===== src/rtl/pwm_carrier_sched.sv =====
// pwm_carrier_sched
//   Up/down (triangle) carrier generator with double-buffered period and
//   compare registers for a two-channel PWM comparator stage.
//
//   The host writes period/compare values into shadow registers through a
//   load_req/load_ack handshake. The shadow values become active only at a
//   carrier valley or when the carrier starts from idle, so an update can
//   never tear a carrier period in half.
//
// Ports
//   clk        rising-edge clock
//   rst        synchronous active-high reset
//   ce         clock enable; the carrier and FSM advance only when ce=1
//   enable     run request; when it drops, the carrier stops at the next valley
//   period_in  requested carrier peak value P
//   cmp1_in    requested compare value, channel 1
//   cmp2_in    requested compare value, channel 2
//   load_req   host request to capture period_in/cmp1_in/cmp2_in
//   load_ack   one-clk capture acknowledge
//   carrier    triangle carrier
//   compare_1  active compare value, channel 1 (clamped to P)
//   compare_2  active compare value, channel 2 (clamped to P)
//   valley_evt one-clk strobe for a valley/start step
//   peak_evt   one-clk strobe for a peak step
//   running    FSM is not idle
//   pending    shadow values wait to be applied
//
//   All outputs are registers. An event strobe, an application of the shadow
//   values and the matching carrier step all become visible together on the
//   clk after the ce=1 cycle that processed them.
module pwm_carrier_sched #(
  parameter int PWMWIDTH = 16
) (
  input  logic                clk,
  input  logic                rst,
  input  logic                ce,
  input  logic                enable,
  input  logic [PWMWIDTH-1:0] period_in,
  input  logic [PWMWIDTH-1:0] cmp1_in,
  input  logic [PWMWIDTH-1:0] cmp2_in,
  input  logic                load_req,
  output logic                load_ack,
  output logic [PWMWIDTH-1:0] carrier,
  output logic [PWMWIDTH-1:0] compare_1,
  output logic [PWMWIDTH-1:0] compare_2,
  output logic                valley_evt,
  output logic                peak_evt,
  output logic                running,
  output logic                pending
);

  typedef enum logic [1:0] {IDLE, UP, DOWN} state_t;

  state_t state_q, state_d;

  logic [PWMWIDTH-1:0] carrier_q, carrier_d;
  logic [PWMWIDTH-1:0] period_q, period_d;
  logic [PWMWIDTH-1:0] cmp1_q, cmp1_d;
  logic [PWMWIDTH-1:0] cmp2_q, cmp2_d;
  logic [PWMWIDTH-1:0] sh_period_q, sh_period_d;
  logic [PWMWIDTH-1:0] sh_cmp1_q, sh_cmp1_d;
  logic [PWMWIDTH-1:0] sh_cmp2_q, sh_cmp2_d;
  logic                pending_q, pending_d;
  logic                load_ack_q, load_ack_d;
  logic                valley_q, valley_d;
  logic                peak_q, peak_d;

  logic                capture;
  logic                apply;
  logic [PWMWIDTH-1:0] eff_period;

  always_comb begin
    state_d     = state_q;
    carrier_d   = carrier_q;
    period_d    = period_q;
    cmp1_d      = cmp1_q;
    cmp2_d      = cmp2_q;
    sh_period_d = sh_period_q;
    sh_cmp1_d   = sh_cmp1_q;
    sh_cmp2_d   = sh_cmp2_q;
    pending_d   = pending_q;
    valley_d    = 1'b0;
    peak_d      = 1'b0;
    apply       = 1'b0;

    // Held load_req alternates capture/ack, so the ack flop gates the capture.
    capture    = load_req && !load_ack_q;
    load_ack_d = capture;

    // Period that will be in force after an application point this cycle;
    // apply is only ever raised when pending_q is set.
    eff_period = pending_q ? sh_period_q : period_q;

    if (ce) begin
      case (state_q)
        IDLE: begin
          if (enable) begin
            apply = pending_q;
            if (eff_period != '0) begin
              state_d   = UP;
              carrier_d = PWMWIDTH'(1);
              valley_d  = 1'b1;
            end
          end
        end
        UP: begin
          // carrier never exceeds P, so the increment cannot wrap even
          // when P is all ones.
          if (carrier_q < period_q) begin
            carrier_d = carrier_q + PWMWIDTH'(1);
          end else begin
            peak_d    = 1'b1;
            carrier_d = carrier_q - PWMWIDTH'(1);
            state_d   = DOWN;
          end
        end
        DOWN: begin
          if (carrier_q != '0) begin
            carrier_d = carrier_q - PWMWIDTH'(1);
          end else begin
            valley_d = 1'b1;
            apply    = pending_q;
            if (enable && (eff_period != '0)) begin
              state_d   = UP;
              carrier_d = PWMWIDTH'(1);
            end else begin
              state_d = IDLE;
            end
          end
        end
        default: begin
          state_d   = IDLE;
          carrier_d = '0;
        end
      endcase
    end

    // Application reads the shadow registers before this cycle's capture
    // overwrites them, so a simultaneous capture waits for the next point.
    if (apply) begin
      period_d  = sh_period_q;
      cmp1_d    = (sh_cmp1_q > sh_period_q) ? sh_period_q : sh_cmp1_q;
      cmp2_d    = (sh_cmp2_q > sh_period_q) ? sh_period_q : sh_cmp2_q;
      pending_d = 1'b0;
    end

    if (capture) begin
      sh_period_d = period_in;
      sh_cmp1_d   = cmp1_in;
      sh_cmp2_d   = cmp2_in;
      pending_d   = 1'b1;
    end
  end

  always_ff @(posedge clk) begin
    if (rst) begin
      state_q     <= IDLE;
      carrier_q   <= '0;
      period_q    <= '0;
      cmp1_q      <= '0;
      cmp2_q      <= '0;
      sh_period_q <= '0;
      sh_cmp1_q   <= '0;
      sh_cmp2_q   <= '0;
      pending_q   <= 1'b0;
      load_ack_q  <= 1'b0;
      valley_q    <= 1'b0;
      peak_q      <= 1'b0;
    end else begin
      state_q     <= state_d;
      carrier_q   <= carrier_d;
      period_q    <= period_d;
      cmp1_q      <= cmp1_d;
      cmp2_q      <= cmp2_d;
      sh_period_q <= sh_period_d;
      sh_cmp1_q   <= sh_cmp1_d;
      sh_cmp2_q   <= sh_cmp2_d;
      pending_q   <= pending_d;
      load_ack_q  <= load_ack_d;
      valley_q    <= valley_d;
      peak_q      <= peak_d;
    end
  end

  assign carrier    = carrier_q;
  assign compare_1  = cmp1_q;
  assign compare_2  = cmp2_q;
  assign load_ack   = load_ack_q;
  assign valley_evt = valley_q;
  assign peak_evt   = peak_q;
  assign pending    = pending_q;
  assign running    = (state_q != IDLE);

endmodule


===== config.mk =====
export PLATFORM = sky130hd
export DESIGN_NAME = pwm_carrier_sched
export DESIGN_NICKNAME = d
export VERILOG_FILES = /design/src/rtl/pwm_carrier_sched.sv
export SDC_FILE = /design/constraint.sdc
export NUM_CORES = 1
export LEC_CHECK = 0
export ABC_CLOCK_PERIOD_IN_PS = 3500
export BUFFER_PORTS_ARGS = -buffer_cell sky130_fd_sc_hd__buf_2
export CAP_MARGIN = 10
export CORE_ASPECT_RATIO = 0.7
export CORE_UTILIZATION = 55
export CTS_BUF_LIST = sky130_fd_sc_hd__clkbuf_8 sky130_fd_sc_hd__clkbuf_16
export DETAILED_ROUTE_END_ITERATION = 7
export PLACE_DENSITY = 0.87
export RECOVER_POWER = 50
export SYNTH_ARGS = -nofsm -noshare
export SYNTH_HDL_FRONTEND = slang
export SYNTH_SLANG_ARGS = --single-unit

===== constraint.sdc =====
create_clock -name clk -period 3.5 [get_ports clk]
set_input_delay 0.525 -clock clk [delete_from_list [all_inputs] [get_ports clk]]
set_output_delay 0.525 -clock clk [all_outputs]
set_load 0.1 [all_outputs]

After elaboration in Yosys (flattened, before gate mapping). Index checks and enable logic that the tools add are counted.

Register bits after elaboration: 118. Output and inout port bits: 53. Input bits: 53. RAM bits: 0. Logic and storage cells: 64. ROM bits: 0. Memories: 0. Latch bits: 0.

Reduce and logical (&&, ||, !) cells: 12. Multiply operators: 0. Mux-type cells: 26. Order comparisons: 3. Equal/unequal tests: 7. Shift operators: 0. Bitwise logic cells: 2. Div/mod/pow operators: 0. Add/sub/neg operators: 2.

Operator list (number): 16-bit 2-to-1 mux (8); 16-bit case mux with 3 select lines (1); 16-bit greater-than comparator (2); 16-bit nonzero test (2); 16-bit by 1-bit adder with 16-bit output, second input constant (1); 16-bit < comparator (1); 16-bit by 1-bit subtractor with 16-bit output, second input constant (1); 1-bit 2-to-1 mux (10); 2-bit 2-to-1 mux (4); 2-bit inequality test, second input constant (4); 2-bit case mux with 3 select lines (1); 5-bit AND reduction (1); 1-bit case mux with 2 select lines (2); 4-bit AND reduction (1); 2-bit nonzero test (2); 3-bit inequality test, second input constant (1); 3-bit OR reduction (1); 2-bit by 1-bit equality test with 1-bit output, second input constant (1); 2-bit equality test, second input constant (1); 1-bit logical AND (2); 2-bit logical NOT (1); 1-bit NOT (2); 2-bit OR reduction (1); 1-bit logical NOT (1).

Longest topological paths before layout.
Depth in word-level cells: 6. Mapped depth: 12. Gate-level depth less buffers: 9.

Least setup slack after synthesis. OpenSTA, ideal clock, no wires.

Path kind: reg-to-reg. From: reg carrier_q[14] (netlist: carrier[14]). To: reg carrier_q[12] (netlist: carrier[12]). Data arrival time: 3247 ps. Cell stages (with the launch flop): 10. Period minus slack after synthesis: 3338 ps. Path slack: 162 ps. Cell sequence: dfxtp_1 > ha_1 > nand4_1 > or3_1 > o32ai_2 > o21ai_0 > a21oi_1 > clkbuf_1 > o21ai_0 > a311oi_1.

Word-level cells in the longest chain between the ends: 3. Elaborated cells on any way between the ends: 7. Classes of those cells: 1 x order compare; 1 x eq/ne; 3 x mux; 2 x reduce/logical.

RTL lines: start: declaration (RTL line 56) `logic [PWMWIDTH-1:0] carrier_q, carrier_d;`; start signal: assignment (RTL line 171) `carrier_q <= carrier_d;`; 16-bit < comparator or 16-bit nonzero test (tied branches) (RTL line 109, 118); 16-bit 2-to-1 mux (tied with other cells) (RTL line 109) `if (carrier_q < period_q) begin`; 16-bit case mux with 3 select lines or 4-bit AND reduction (tied branches).

Several ways; a longest one is shown, not always the timed one. A chain may end at the register's enable or synchronous reset.

Worst setup path after layout.
From: reg carrier_q[13] (netlist: carrier[13]). To: reg carrier_q[7] (netlist: carrier[7]).

The elaborated chain is that of the path after synthesis.

==> results_tabular.tex <==
\begin{tabular}{lr}
\hline
Metric & Value \\
\hline
\multicolumn{2}{l}{\textbf{Setup path}} \\
\quad Endpoint class of the critical path & register \\
\quad Path type of the worst setup path & register to register \\
\quad Cell Chain, Critical Path & ha\_1 > a21oi\_1 > o21ai\_0 > or4\_1 > o21ai\_0 > a21oi\_1 > buf\_4 > a221oi\_1 > nor3\_1 \\
\quad Cell at the slowest stage of the critical path & or4\_1 \\
\quad Reg-to-Reg Start & carrier[13] \\
\quad Delay of the slowest cell on the worst path & 660 ps \\
\quad FF-to-FF End & carrier[7] \\
\quad Buffers plus inverters on the worst setup path & 1 \\
\quad Reg2Reg Depth & 9 \\
\quad Req. time, crit path & 3780 ps \\
\quad Startpoint type of the worst setup path & register \\
\quad Data arrival time at the worst-slack endpoint & 3520 ps \\
\quad CP delay by family, top & compound AO/OA/AOI/OAI gates \\
\quad Max FO, Critical Path & 10 \\
\quad Worst R2R Setup Slack & 260 ps \\
\multicolumn{2}{l}{\textbf{Global route}} \\
\quad Maximum number of pins on one net before global-route repair & 81 \\
\quad Most crowded layer after global routing & met1 \\
\quad Global routing met2 resource utilization & 0.475 \\
\quad Total global-route track usage & 0.336 \\
\quad Met1 track demand over resource in global routing & 0.479 \\
\quad Number of antenna violations at the first check in global routing & 0 \\
\quad First-pass GRT wire length & 32,500 µm \\
\quad Global-route met3 utilization & 0.106 \\
\quad Total gr overflow & 0 \\
\quad Number of global-route vias before repair & 6,283 \\
\multicolumn{2}{l}{\textbf{Logic synthesis}} \\
\quad Cell area after technology mapping & 6610 µm² \\
\quad Synth Net Count & 964 \\
\quad Number of flip-flops and latches in the synthesized netlist & 118 \\
\quad Asr flop ratio synth & 0 \\
\quad Largest area contributor in the synthesized netlist & dfxtp\_1 \\
\quad Most frequent cell after synthesis & nand2\_1 \\
\quad Fraction of the yosys area taken by sequential cells & 0.358 \\
\quad Distinct cell type count after synthesis & 54 \\
\quad Yosys Warn Count & 0 \\
\quad Dominant register cell in the synthesized netlist & dfxtp\_1 \\
\quad Count of flip-flops with a built-in enable after synthesis & 0 \\
\quad Post-synthesis average cell area & 7.66 µm² \\
\quad Area contributors post-synth & dfxtp\_1, ha\_1, nand2\_1, a21oi\_1, a311oi\_1 \\
\quad Ranking of synthesized cells by instance count & nand2\_1, dfxtp\_1, a21oi\_1 \\
\quad Fraction of post-synthesis cell area in the top cell type by area & 0.358 \\
\quad Post-synthesis instance total & 862 \\
\multicolumn{2}{l}{\textbf{Timing}} \\
\quad Max-slew violations & 50 \\
\quad Final period utilization & 0.926 \\
\quad Shortest period the worst path allows & 3240 ps \\
\quad Final setup vio count & 0 \\
\quad Maximum operating frequency & 0.308 GHz \\
\quad Setup repair after global routing missed its margin & no \\
\quad Normalized max-slew margin & -0.261 \\
\quad Final number of hold-violating endpoints & 0 \\
\quad Worst clock skew on the final layout & 8.29 ps \\
\quad Setup TNS Final & 0 ps \\
\quad Tightest Pin Transition & 1880 ps \\
\multicolumn{2}{l}{\textbf{Floorplanning}} \\
\quad Core Area & 11,700 µm² \\
\quad Horizontal die dimension & 133 µm \\
\quad Die Footprint & 12,500 µm² \\
\quad Initial cell density of the core & 0.565 \\
\quad Boundary pin count & 106 \\
\quad Die Ht & 93.7 µm \\
\quad Number of rows created at floorplan & 33 \\
\multicolumn{2}{l}{\textbf{Placement}} \\
\quad Half-perimeter wire length of the detailed placement result & 14,600 µm \\
\quad Input/output buffers & 105 \\
\quad Final weighted congestion of routability-driven global placement & 0.982 \\
\quad Placement-stage cell area & 7310 µm² \\
\multicolumn{2}{l}{\textbf{Clock network}} \\
\quad Clock latency reported for the late side of the worst-skew pair & 420 ps \\
\quad Post-CTS setup-driven buffer insertion count & 0 \\
\quad Max Root-Sink Buffers & 2 \\
\quad TritonCTS buffer count & 17 \\
\quad Clock transition at path regs & 60 ps \\
\quad Clock tree from TritonCTS & built \\
\quad Depth of the CTS H-tree & 4 \\
\quad Post-CTS Hold Buffers & 0 \\
\quad Clock root buffer & clkbuf\_16 \\
\quad Num Clock Sinks & 118 \\
\quad Number of gates resized after cts & 0 \\
\multicolumn{2}{l}{\textbf{Layout}} \\
\quad Area of all placed cells without fillers & 7870 µm² \\
\quad Final core utilization & 0.674 \\
\quad Fraction of final layout cells with drive strength greater than 1 & 0.144 \\
\quad Synthesis-to-finish area growth & 19.1\% \\
\quad Filler cells & 969 \\
\quad Count of antenna diodes in the layout & 0 \\
\quad Layout Nets & 1,055 \\
\multicolumn{2}{l}{\textbf{Routing}} \\
\quad Iteration-0 DRC Markers & 963 \\
\quad Number of nets with antenna violations after routing & 0 \\
\quad DRC errors left & 0 \\
\quad Total vias in the final route & 7,131 \\
\quad Iteration count of the initial detailed-routing pass & 5 \\
\quad Detail-routed net length per standard cell & 18.6 µm \\
\quad Routed Wire Length & 20,900 µm \\
\quad Vias per inst & 6.35 \\
\multicolumn{2}{l}{\textbf{Min path}} \\
\quad Critical hold path startpoint & cmp1\_in[3] \\
\quad Hold worst-path end & sh\_cmp1\_q[3] \\
\quad Type of the worst min-delay path & input pin to register \\
\quad Hold path cells & 3 \\
\multicolumn{2}{l}{\textbf{Run}} \\
\quad Number of max-capacitance violations reported & 1 \\
\multicolumn{2}{l}{\textbf{Outcome}} \\
\quad Failing checks & capacitance limit, slew limit \\
\quad Status & finished with violations \\
\multicolumn{2}{l}{\textbf{Power and ir drop}} \\
\quad Maximum resistive drop on vdd & 0.364 mV \\
\quad PwrDens & 566 nW/µm² \\
\quad Pleak & 0.00310 µW \\
\hline
\end{tabular}
layer usage:
metal | up-vias | wire length [µm] | part of all wire
met2 | 469 | 8540 | 0.41
met4 | 0 | 409 | 0.020
met3 | 54 | 2770 | 0.13
li1 | 3289 | - | -
met5 | - | 0 | 0
met1 | 3319 | 9200 | 0.44
cells in the final DEF, fill, tap and decap left out, drive strengths merged, types with 19 or more instances in the layout:
cell type  synthesis  routed
nand2            157     157
nand4             19      19
dfxtp            118     118
o21ai             48      48
clkbuf            45      54
inv               41      45
a311oi            35      35
nor2              62      62
nand3             41      41
a21oi             93      93
ha                49      49
buf               15      96
how the worst max path moves through the flow:
stage / from / endpoint / depth (start not counted)
final: carrier[13] / carrier[7] / 9
after floorplan: carrier[14] / carrier[12] / 9
after detailed placement: carrier[13] / carrier[5] / 9
after CTS: carrier[13] / carrier[7] / 9
after global placement: carrier[13] / carrier[5] / 9
after global routing: period_q[15] / carrier[12] / 9
stage by stage:
| stage | hold WS [ps] | instances | setup slack (ps) | power [µW] |
|---|---|---|---|---|
| 2_1_floorplan | 446 | 862 | 162 | 2320 |
| 3_3_place_gp | 458 | 1091 | 459 | 2590 |
| 3_5_place_dp | 463 | 1091 | 345 | 2620 |
| 4_1_cts | 334 | 1123 | 346 | 4420 |
| 5_1_grt | 340 | 1123 | 212 | 4600 |
| 6_report | 339 | 1123 | 258 | 4450 |
power by group:
part	leakage, µW	switching [µW]	internal (µW)
logic	0.00185	800	338
registers	0.000962	85.9	1410
clock network	0.000295	676	1140
total	0.00310	1560	2890
tightest hold or removal path, delay by kind of cell:
kind | cells | cell delay, ps
simple gates | 1 | 40
buf+inv | 1 | 90
compound gates | 1 | 50
logic make-up (layout without fill, tap and decap cells):
group	after synthesis	after routing	synth area share
compound gates	245	245	0.242
xor+xnor	6	6	0.00795
fa+ha+maj	49	49	0.0928
buf+inv	101	205	0.0631
flops	118	118	0.358
mux	1	1	0.00152
simple gates	342	342	0.235
state kept, by name, indices dropped and copies added (netlist names):
signal / flops
compare_2: 16
period_q: 16
state_q: 2
valley_evt: 1
pending: 1
carrier: 16
sh_period_q: 16
sh_cmp1_q: 16
load_ack: 1
peak_evt: 1
sh_cmp2_q: 16
compare_1: 16
final cells by class:
type,count,area (µm²),share of cell area
Multi-Input combinational cell,643,3830,0.487
Sequential cell,118,2360,0.300
Timing Repair Buffer,132,711,0.0903
Clock buffer,18,439,0.0558
Tap cell,157,196,0.0250
Clock inverter,14,174,0.0221
Inverter,41,154,0.0196
Note: power is estimated with default switching activity, not from simulation.
